$ cat src/rtl/issue_scoreboard.sv
// Issue stage: checks the queue head against a per-register busy scoreboard,
// forwards same-cycle writeback data into operands, and holds one issued
// instruction in an output register until the execute stage accepts it.
module issue_scoreboard #(
  parameter int DWIDTH    = 32,
  parameter int AWIDTH    = 5,
  parameter int PC_WIDTH  = 32,
  parameter int IMM_WIDTH = 16,
  parameter int CNT_WIDTH = 16
) (
  input  logic                 qc_clk,
  input  logic                 qc_rst,
  input  logic                 is_i_valid,
  input  logic                 is_i_ce,
  input  logic                 is_i_reg_dst,
  input  logic                 is_i_alu_src,
  input  logic                 is_i_regwrite,
  input  logic                 is_i_memtoreg,
  input  logic                 is_i_memwrite,
  input  logic [PC_WIDTH-1:0]  is_i_pc,
  input  logic [5:0]           is_i_opcode,
  input  logic [5:0]           is_i_funct,
  input  logic [IMM_WIDTH-1:0] is_i_imm,
  input  logic [AWIDTH-1:0]    is_i_addr_rs,
  input  logic [AWIDTH-1:0]    is_i_addr_rt,
  input  logic [AWIDTH-1:0]    is_i_addr_rd,
  input  logic [DWIDTH-1:0]    is_i_data_rs,
  input  logic [DWIDTH-1:0]    is_i_data_rt,
  output logic                 is_o_re,
  input  logic                 is_i_wb_en,
  input  logic [AWIDTH-1:0]    is_i_wb_addr,
  input  logic [DWIDTH-1:0]    is_i_wb_data,
  input  logic                 is_i_flush,
  input  logic                 is_i_ex_ready,
  output logic                 is_o_valid,
  output logic [PC_WIDTH-1:0]  is_o_pc,
  output logic [5:0]           is_o_opcode,
  output logic [5:0]           is_o_funct,
  output logic [IMM_WIDTH-1:0] is_o_imm,
  output logic [DWIDTH-1:0]    is_o_data_rs,
  output logic [DWIDTH-1:0]    is_o_data_rt,
  output logic [AWIDTH-1:0]    is_o_dest,
  output logic                 is_o_alu_src,
  output logic                 is_o_regwrite,
  output logic                 is_o_memtoreg,
  output logic                 is_o_memwrite,
  output logic [CNT_WIDTH-1:0] is_o_stall_cnt
);

  localparam int NREG = 2 ** AWIDTH;

  logic [NREG-1:0]      busy_q, busy_d, busy_byp;
  logic [AWIDTH-1:0]    dest;
  logic                 use_rs, use_rt, hazard, slot_free, bubble, issue;
  logic                 fwd_rs, fwd_rt;
  logic [DWIDTH-1:0]    op_rs, op_rt;

  logic                 valid_q, valid_d;
  logic [PC_WIDTH-1:0]  pc_q, pc_d;
  logic [5:0]           opcode_q, opcode_d, funct_q, funct_d;
  logic [IMM_WIDTH-1:0] imm_q, imm_d;
  logic [DWIDTH-1:0]    data_rs_q, data_rs_d, data_rt_q, data_rt_d;
  logic [AWIDTH-1:0]    dest_q, dest_d;
  logic                 alu_src_q, alu_src_d, regwrite_q, regwrite_d;
  logic                 memtoreg_q, memtoreg_d, memwrite_q, memwrite_d;
  logic [CNT_WIDTH-1:0] stall_q, stall_d;

  // Hazard detection against the scoreboard with same-cycle writeback bypass.
  always_comb begin
    busy_byp = busy_q;
    if (is_i_wb_en) busy_byp[is_i_wb_addr] = 1'b0;
    busy_byp[0] = 1'b0;
    dest      = is_i_reg_dst ? is_i_addr_rd : is_i_addr_rt;
    use_rs    = is_i_ce;
    use_rt    = !is_i_alu_src || is_i_memwrite;
    hazard    = (use_rs && busy_byp[is_i_addr_rs]) ||
                (use_rt && busy_byp[is_i_addr_rt]) ||
                (is_i_regwrite && busy_byp[dest]);
    slot_free = !valid_q || is_i_ex_ready;
    bubble    = is_i_valid && !is_i_ce && !is_i_flush;
    issue     = is_i_valid && is_i_ce && !hazard && slot_free && !is_i_flush;
    fwd_rs    = use_rs && is_i_wb_en && (is_i_wb_addr != '0) && (is_i_wb_addr == is_i_addr_rs);
    fwd_rt    = use_rt && is_i_wb_en && (is_i_wb_addr != '0) && (is_i_wb_addr == is_i_addr_rt);
    op_rs     = fwd_rs ? is_i_wb_data : is_i_data_rs;
    op_rt     = fwd_rt ? is_i_wb_data : is_i_data_rt;
  end

  // Pop is held low while in reset so every output reads 0 immediately.
  assign is_o_re = qc_rst && (bubble || issue);

  // Next-state for scoreboard, output register and stall counter.
  always_comb begin
    busy_d     = busy_q;
    valid_d    = valid_q;
    pc_d       = pc_q;
    opcode_d   = opcode_q;
    funct_d    = funct_q;
    imm_d      = imm_q;
    data_rs_d  = data_rs_q;
    data_rt_d  = data_rt_q;
    dest_d     = dest_q;
    alu_src_d  = alu_src_q;
    regwrite_d = regwrite_q;
    memtoreg_d = memtoreg_q;
    memwrite_d = memwrite_q;
    stall_d    = stall_q;

    if (is_i_wb_en) busy_d[is_i_wb_addr] = 1'b0;
    // A flushed, never-accepted instruction will not write back, so its
    // reservation is released; accepted ones stay in flight and keep theirs.
    if (is_i_flush && valid_q && !is_i_ex_ready && regwrite_q) busy_d[dest_q] = 1'b0;
    if (issue && is_i_regwrite) busy_d[dest] = 1'b1;
    busy_d[0] = 1'b0;

    if (is_i_flush) begin
      valid_d = 1'b0;
    end else if (issue) begin
      valid_d    = 1'b1;
      pc_d       = is_i_pc;
      opcode_d   = is_i_opcode;
      funct_d    = is_i_funct;
      imm_d      = is_i_imm;
      data_rs_d  = op_rs;
      data_rt_d  = op_rt;
      dest_d     = dest;
      alu_src_d  = is_i_alu_src;
      regwrite_d = is_i_regwrite;
      memtoreg_d = is_i_memtoreg;
      memwrite_d = is_i_memwrite;
    end else if (is_i_ex_ready) begin
      valid_d = 1'b0;
    end

    if (is_i_valid && is_i_ce && hazard && !is_i_flush && (stall_q != '1))
      stall_d = stall_q + {{(CNT_WIDTH-1){1'b0}}, 1'b1};
  end

  // State registers with asynchronous active-low reset.
  always_ff @(posedge qc_clk or negedge qc_rst) begin
    if (!qc_rst) begin
      busy_q     <= '0;
      valid_q    <= 1'b0;
      pc_q       <= '0;
      opcode_q   <= '0;
      funct_q    <= '0;
      imm_q      <= '0;
      data_rs_q  <= '0;
      data_rt_q  <= '0;
      dest_q     <= '0;
      alu_src_q  <= 1'b0;
      regwrite_q <= 1'b0;
      memtoreg_q <= 1'b0;
      memwrite_q <= 1'b0;
      stall_q    <= '0;
    end else begin
      busy_q     <= busy_d;
      valid_q    <= valid_d;
      pc_q       <= pc_d;
      opcode_q   <= opcode_d;
      funct_q    <= funct_d;
      imm_q      <= imm_d;
      data_rs_q  <= data_rs_d;
      data_rt_q  <= data_rt_d;
      dest_q     <= dest_d;
      alu_src_q  <= alu_src_d;
      regwrite_q <= regwrite_d;
      memtoreg_q <= memtoreg_d;
      memwrite_q <= memwrite_d;
      stall_q    <= stall_d;
    end
  end

  assign is_o_valid     = valid_q;
  assign is_o_pc        = pc_q;
  assign is_o_opcode    = opcode_q;
  assign is_o_funct     = funct_q;
  assign is_o_imm       = imm_q;
  assign is_o_data_rs   = data_rs_q;
  assign is_o_data_rt   = data_rt_q;
  assign is_o_dest      = dest_q;
  assign is_o_alu_src   = alu_src_q;
  assign is_o_regwrite  = regwrite_q;
  assign is_o_memtoreg  = memtoreg_q;
  assign is_o_memwrite  = memwrite_q;
  assign is_o_stall_cnt = stall_q;

endmodule

$ cat config.mk
export PLATFORM = sky130hd
export DESIGN_NAME = issue_scoreboard
export DESIGN_NICKNAME = d
export VERILOG_FILES = /design/src/rtl/issue_scoreboard.sv
export SDC_FILE = /design/constraint.sdc
export NUM_CORES = 1
export LEC_CHECK = 0
export ABC_AREA = 1
export BUFFER_PORTS_ARGS = -buffer_cell sky130_fd_sc_hd__buf_2
export CAP_MARGIN = 20
export CORE_ASPECT_RATIO = 2
export CORE_MARGIN = 3
export CORE_UTILIZATION = 38
export DETAILED_ROUTE_END_ITERATION = 8
export HOLD_SLACK_MARGIN = 0.06
export MAX_ROUTING_LAYER = met4
export PLACE_DENSITY_LB_ADDON = 0.1
export SYNTH_ARGS = -nofsm -noshare
export SYNTH_HDL_FRONTEND = slang
export SYNTH_SLANG_ARGS = --single-unit
$ cat constraint.sdc
create_clock -name qc_clk -period 3.8 [get_ports qc_clk]
set_clock_uncertainty 0.2 [all_clocks]
set_input_delay 0.38 -clock qc_clk [delete_from_list [all_inputs] [get_ports qc_clk]]
set_output_delay 0.38 -clock qc_clk [all_outputs]
set_load 0.01 [all_outputs]
; ---- Yosys cells after proc, flatten, opt, wreduce, memory -nomap -nowiden
; Index checks and enable logic that the tools add are counted.
[word_totals]
elab_cells = 93
ff_bits = 181
out_inout_bits = 151
input_bits = 188
[classes]
mux = 21
magnitude_cmp = 8
n_reduce_logical = 40
n_addsub = 1
n_bitwise = 6
eq_ne = 3
[op_table]
columns = op, n
row1 = two-way mux 32 bit, 5
row2 = bitwise AND 32 bit, 2
row3 = NOT 32 bit, 2
row4 = OR 32 bit, 1
row5 = "< comparator 5 x 6 -> 1 bit, second input constant", 5
row6 = logical AND 1 bit, 26
row7 = "adder 16 x 1 -> 16 bit, second input constant", 1
row8 = "!= test 16 bit, second input constant", 1
row9 = binary-select mux 1 bit (select 5 bit), 3
row10 = demux 1 bit (select 5 bit), 3
row11 = ">= comparator 5 x 1 -> 1 bit, second input constant", 3
row12 = equality test 5 bit, 2
row13 = two-way mux 1 bit, 9
row14 = logical NOT 1 bit, 6
row15 = logical OR 1 bit, 5
row16 = two-way mux 5 bit, 1
row17 = nonzero test 5 bit, 1
row18 = nonzero test 3 bit, 1
row19 = AND reduction 2 bit, 1
row20 = NOT 1 bit, 1

; ---- Logic depth before layout (Yosys ltp)
[logic_depth]
word_depth = 18
mapped_depth = 21
mapped_depth_nobuf = 18

; ---- Worst setup path before layout
; OpenSTA, ideal clock, no wires.
[synth_path]
kind = input -> output
start = in is_i_reg_dst
end = out is_o_re
t_arrival_ps = 2259
t_required_ps = 3220
setup_slack_ps = 961
stages = 14
n_path_buf = 3
cell_sequence = buf_2 -> o21ai_0 -> nand3_1 -> nor2_1 -> a21boi_1 -> nand3b_1 -> nor2_1 -> nand3_1 -> nand2_1 -> nor2_4 -> nand2_4 -> buf_6 -> buf_6 -> a21oi_1
[synth_via]
elab_chain_len = 11
[synth_lines]
columns = element, line_no
row1 = from (decl), 15  ; input logic is_i_reg_dst,
row2 = two-way mux 5 bit, 73  ; dest = is_i_reg_dst ? is_i_addr_rd : is_i_addr_rt;
row3 = binary-select mux 1 bit (select 5 bit), 78  ; (is_i_regwrite && busy_byp[dest]);
row4 = two-way mux 1 bit (implied by the code), 78
row5 = logical AND 1 bit, 78
row6 = logical OR 1 bit, 77  ; (use_rt && busy_byp[is_i_addr_rt]) ||
row7 = logical NOT 1 bit, 81  ; issue = is_i_valid && is_i_ce && !hazard && slot_free && !is_i_flush;
row8 = logical AND 1 bit (3 in a row), 81
row9 = logical OR 1 bit, 89  ; assign is_o_re = qc_rst && (bubble || issue);
row10 = logical AND 1 bit, 89
row11 = to (decl), 29  ; output logic is_o_re,
; No other way between the ends. The select of a mux whose other input is x is not followed.

; ---- Worst setup path in the final report
[layout_path]
start = in is_i_reg_dst
end = reg valid_q (netlist: is_o_valid)
[layout_via]
elab_chain_len = 11
word_cells_on_any_way = 12
classes_between = mux (5) / reduce/logical (7)
[layout_lines]
columns = element, line_no
row1 = two-way mux 5 bit *, 73
row2 = binary-select mux 1 bit (select 5 bit) *, 78
row3 = two-way mux 1 bit (implied by the code) *, 78
row4 = logical AND 1 bit *, 78
row5 = logical OR 1 bit *, 77
row6 = logical NOT 1 bit *, 81
row7 = logical AND 1 bit * (3 in a row), 81
row8 = two-way mux 1 bit, 117  ; end else if (issue) begin
row9 = two-way mux 1 bit, 115  ; if (is_i_flush) begin
row10 = to (signal assigned), 157  ; valid_q <= valid_d;
row11 = to (decl), 58  ; logic valid_q, valid_d;
; Mark *: on every way between the ends. The rest lies on a longest branch, timed or not. The select of a mux whose other input is x is not followed.
; A chain may end at the register's enable or synchronous reset.

==> qor.yml <==
status: "finished clean"
wl_per_cell_um: 18.8
p_total_mw: 6.60
die_x_um: 122
powerDensity_nw_per_um2: 486
reg2reg_setup_slack_ns: 0.52
place_hpwl_mm: 29.5
io_pins: 339
synthDistinctLibCells: 34
grt.overflow.total: 0
yosys_warnings: 0
ys_ff_latch: 181
final_util: 0.512
dp_slack_ns: 0.0487
grt_pass1_vias: 11500
drt-initial-drc-count: 716
slowest_stage: "dlygate4sd3_1"
die_h_um: 238
slowest_delay_ns: 0.58
grtUsageTotal: 0.283
holdPathEnd: "is_o_data_rt[29]"
holdCritStartpoint: "is_i_data_rt[29]"
start_kind: "primary input"
tns_ns: 0
cts_buffer_depth: 2
r2r-start: "busy_q[22]"
rows: 84
initial_core_util: 0.388
cp_max_fo: 60
synth_cells: 1434
cp_data_arrival_time_ns: 3.62
grt_pass1_wl_mm: 61.8
routabilityCongestion: 0.974
htreeDepth: 4
drive_gt1_frac: 0.231
yosysSeqAreaShare: 0.441
cts_setup_buffers: 0
cts_made_buffers: 17
yosysTopAreaCell: "dfrtp_1"
drv_cap: 0
synth.top_cell.area_share: 0.441
synthTopCellsByArea: "dfrtp_1, nand2_1, nand3_1"
p_leak_nw: 7.35
timing.final.ws_setup_ns: 0.318
cp-end-kind: "flip-flop"
antenna_found_initial: 2
rsz0062_at_grt: "false"
crit_path_cell_trace: "buf_2 -> nand2_1 -> o21ai_4 -> inv_1 -> nand2_1 -> inv_1 -> nand2_1 -> o21ai_0 -> o21ai_1 -> nand2_1 -> nor2_1 -> nand3_1 -> nand2_1 -> nor2_4 -> nand2_4 -> buf_6 -> o21ai_1 -> dlygate4sd3_1"
min_path_type: "in -> reg"
worstSetupPathType: "in -> reg"
ir_drop_v: 0.000342
fin_nets: 1991
tightest_slew_ns: 0.818
finalSetupViolCount: 0
insertion_delay_ns: 0.45
critPathRequiredTime_ns: 3.94
syn2layout_area_growth_pct: 32.2
critPathMostFrequentCell: "nand2_1"
cts.clk_slew.worst_paths_ns: 0.08
fmax_mhz: 287
ant_nets: 0
post-route-period-util: 0.916
period_minus_slack_ns: 3.48
cts_tree: "built"
firstDrtPassIters: 5
maxSlewHeadroom: 0.455
drc: 0
cts_root_buf: "clkbuf_16"
worstHoldPathCells: 5
die_area_sq_um: 29100
synth_area_sq_um: 10300
r2r_end: "is_o_valid"
clock_sinks: 181
rr_worst_depth: 12
maxSlewViolCount: 0
hold_viol_final: 0
core_sq_um: 26500
io_buffers: 338
grt_max_degree: 138
vias_per_cell: 5.32
synth_nets: 1623
drt-total-wl_mm: 40.6
avgSynthCellArea_sq_um: 7.16
vias: 11500
-- layout by cell type, fill, tap and decap left out, types with 3 or more instances in the layout --
master / instances
a21boi_0: 6
a21boi_1: 4
a21oi_1: 37
buf_12: 6
buf_2: 337
buf_4: 18
clkbuf_16: 17
clkinv_4: 3
dfrtp_1: 181
dlygate4sd3_1: 73
inv_1: 72
inv_2: 10
inv_6: 5
nand2_1: 499
nand3_1: 262
nand4_1: 53
nor2_1: 91
nor2_2: 4
nor2_4: 4
nor3_1: 7
nor4_1: 4
o2111ai_1: 3
o21ai_0: 52
o21ai_1: 6
o21bai_1: 18
o22ai_1: 4
xnor2_1: 8
xor2_1: 10
-- repair_timing --
| action | in CTS | in global routing |
|---|---|---|
| hold endpoints to repair | 115 | 0 |
| setup endpoints to repair | 0 | 1 |
| gates resized for setup | 0 | 2 |
| hold buffers | 73 | 0 |
-- critical path: cells and delay by family --
family / cells / cell delay [ns]
AOI/OAI and AO/OA: 4 / 0.46
buffers and inverters: 5 / 1.50
and+or+nand+nor: 9 / 1.25
-- synthesized netlist by cell type --
cell and instances:
nand3b_1 2, xor2_1 10, nor4_1 4, a21boi_0 6, nor2_2 4, nor3_1 7, o21ai_1 6, o21bai_1 18
dfrtp_1 181, nand4_1 53, xnor2_1 8, buf_2 25, nand3_2 1, nand3_1 262, nor4_2 1, o21ai_0 52
inv_1 72, o21ai_4 2, ha_1 1, o22ai_1 4, clkinv_1 2, a21boi_1 4, buf_6 2, buf_4 17
nand2_4 1, nor3_2 1, a21oi_1 37, nand2_1 500, nor2_4 3, inv_2 10, buf_1 5, nor2_1 92
o2111ai_1 3, clkbuf_1 38
-- how the worst max path moves through the flow --
stage                    start  slack, ns               end
2_1_floorplan     is_i_reg_dst       0.96           is_o_re
3_3_place_gp   is_i_addr_rt[1]       0.05   is_o_data_rt[8]
3_5_place_dp   is_i_addr_rt[1]       0.05  is_o_data_rt[21]
4_1_cts        is_i_addr_rt[1]        0.1        is_o_valid
5_1_grt           is_i_reg_dst       0.08        is_o_valid
6_report          is_i_reg_dst       0.32        is_o_valid
-- sequential cells by signal (all words and copies together) (netlist names) --
signal          flops
is_o_pc            32
is_o_opcode         6
is_o_alu_src        1
is_o_funct          6
is_o_imm           16
is_o_memwrite       1
is_o_data_rt       32
is_o_dest           5
is_o_memtoreg       1
is_o_regwrite       1
busy_q             31
is_o_valid          1
is_o_stall_cnt     16
is_o_data_rs       32
-- through the flow --
| step | hold slack, ns | std cells | cell area [sq um] |
|---|---|---|---|
| floorplan | -0.116 | 1434 | 10300 |
| global placement | 0.162 | 2054 | 12200 |
| detailed placement | 0.159 | 2054 | 12200 |
| CTS | 0.0600 | 2159 | 13600 |
| global route | 0.0893 | 2160 | 13600 |
| finish | 0.0811 | 2160 | 13600 |
-- routing by layer --
metal,vias to the layer above,GRT usage,part of all wire
met5,-,-,0
met4,0,0.183,0.066
met3,161,0.0455,0.055
met2,512,0.482,0.53
met1,5373,0.298,0.35
li1,5442,-,-
-- power breakdown --
part / total (mW) / internal (mW) / switching [mW]
combinational: 2.02 / 0.765 / 1.26
sequential: 2.74 / 2.41 / 0.333
clock: 1.84 / 0.990 / 0.845
-- kinds of logic after synthesis --
family                   count (synthesis)  synth area share
adder cells (fa/ha/maj)                  1           0.00122
AO/OA/AOI/OAI                          132            0.0750
flip-flops                             181             0.441
buffers and inverters                  171            0.0733
XOR/XNOR                                18            0.0154
AND/OR/NAND/NOR                        931             0.394
-- area by class of cell --
| class | instances | area, sq um |
|---|---|---|
| Fill cell | 2762 | 12900 |
| Multi-Input combinational cell | 1082 | 5000 |
| Sequential cell | 181 | 4530 |
| Timing Repair Buffer | 436 | 2700 |
| Tap cell | 344 | 430 |
| Clock buffer | 18 | 429 |
| Inverter | 84 | 315 |
| Clock inverter | 14 | 168 |
| Antenna cell | 1 | 2.50 |
No activity file was read; power rests on OpenSTA's default activity.
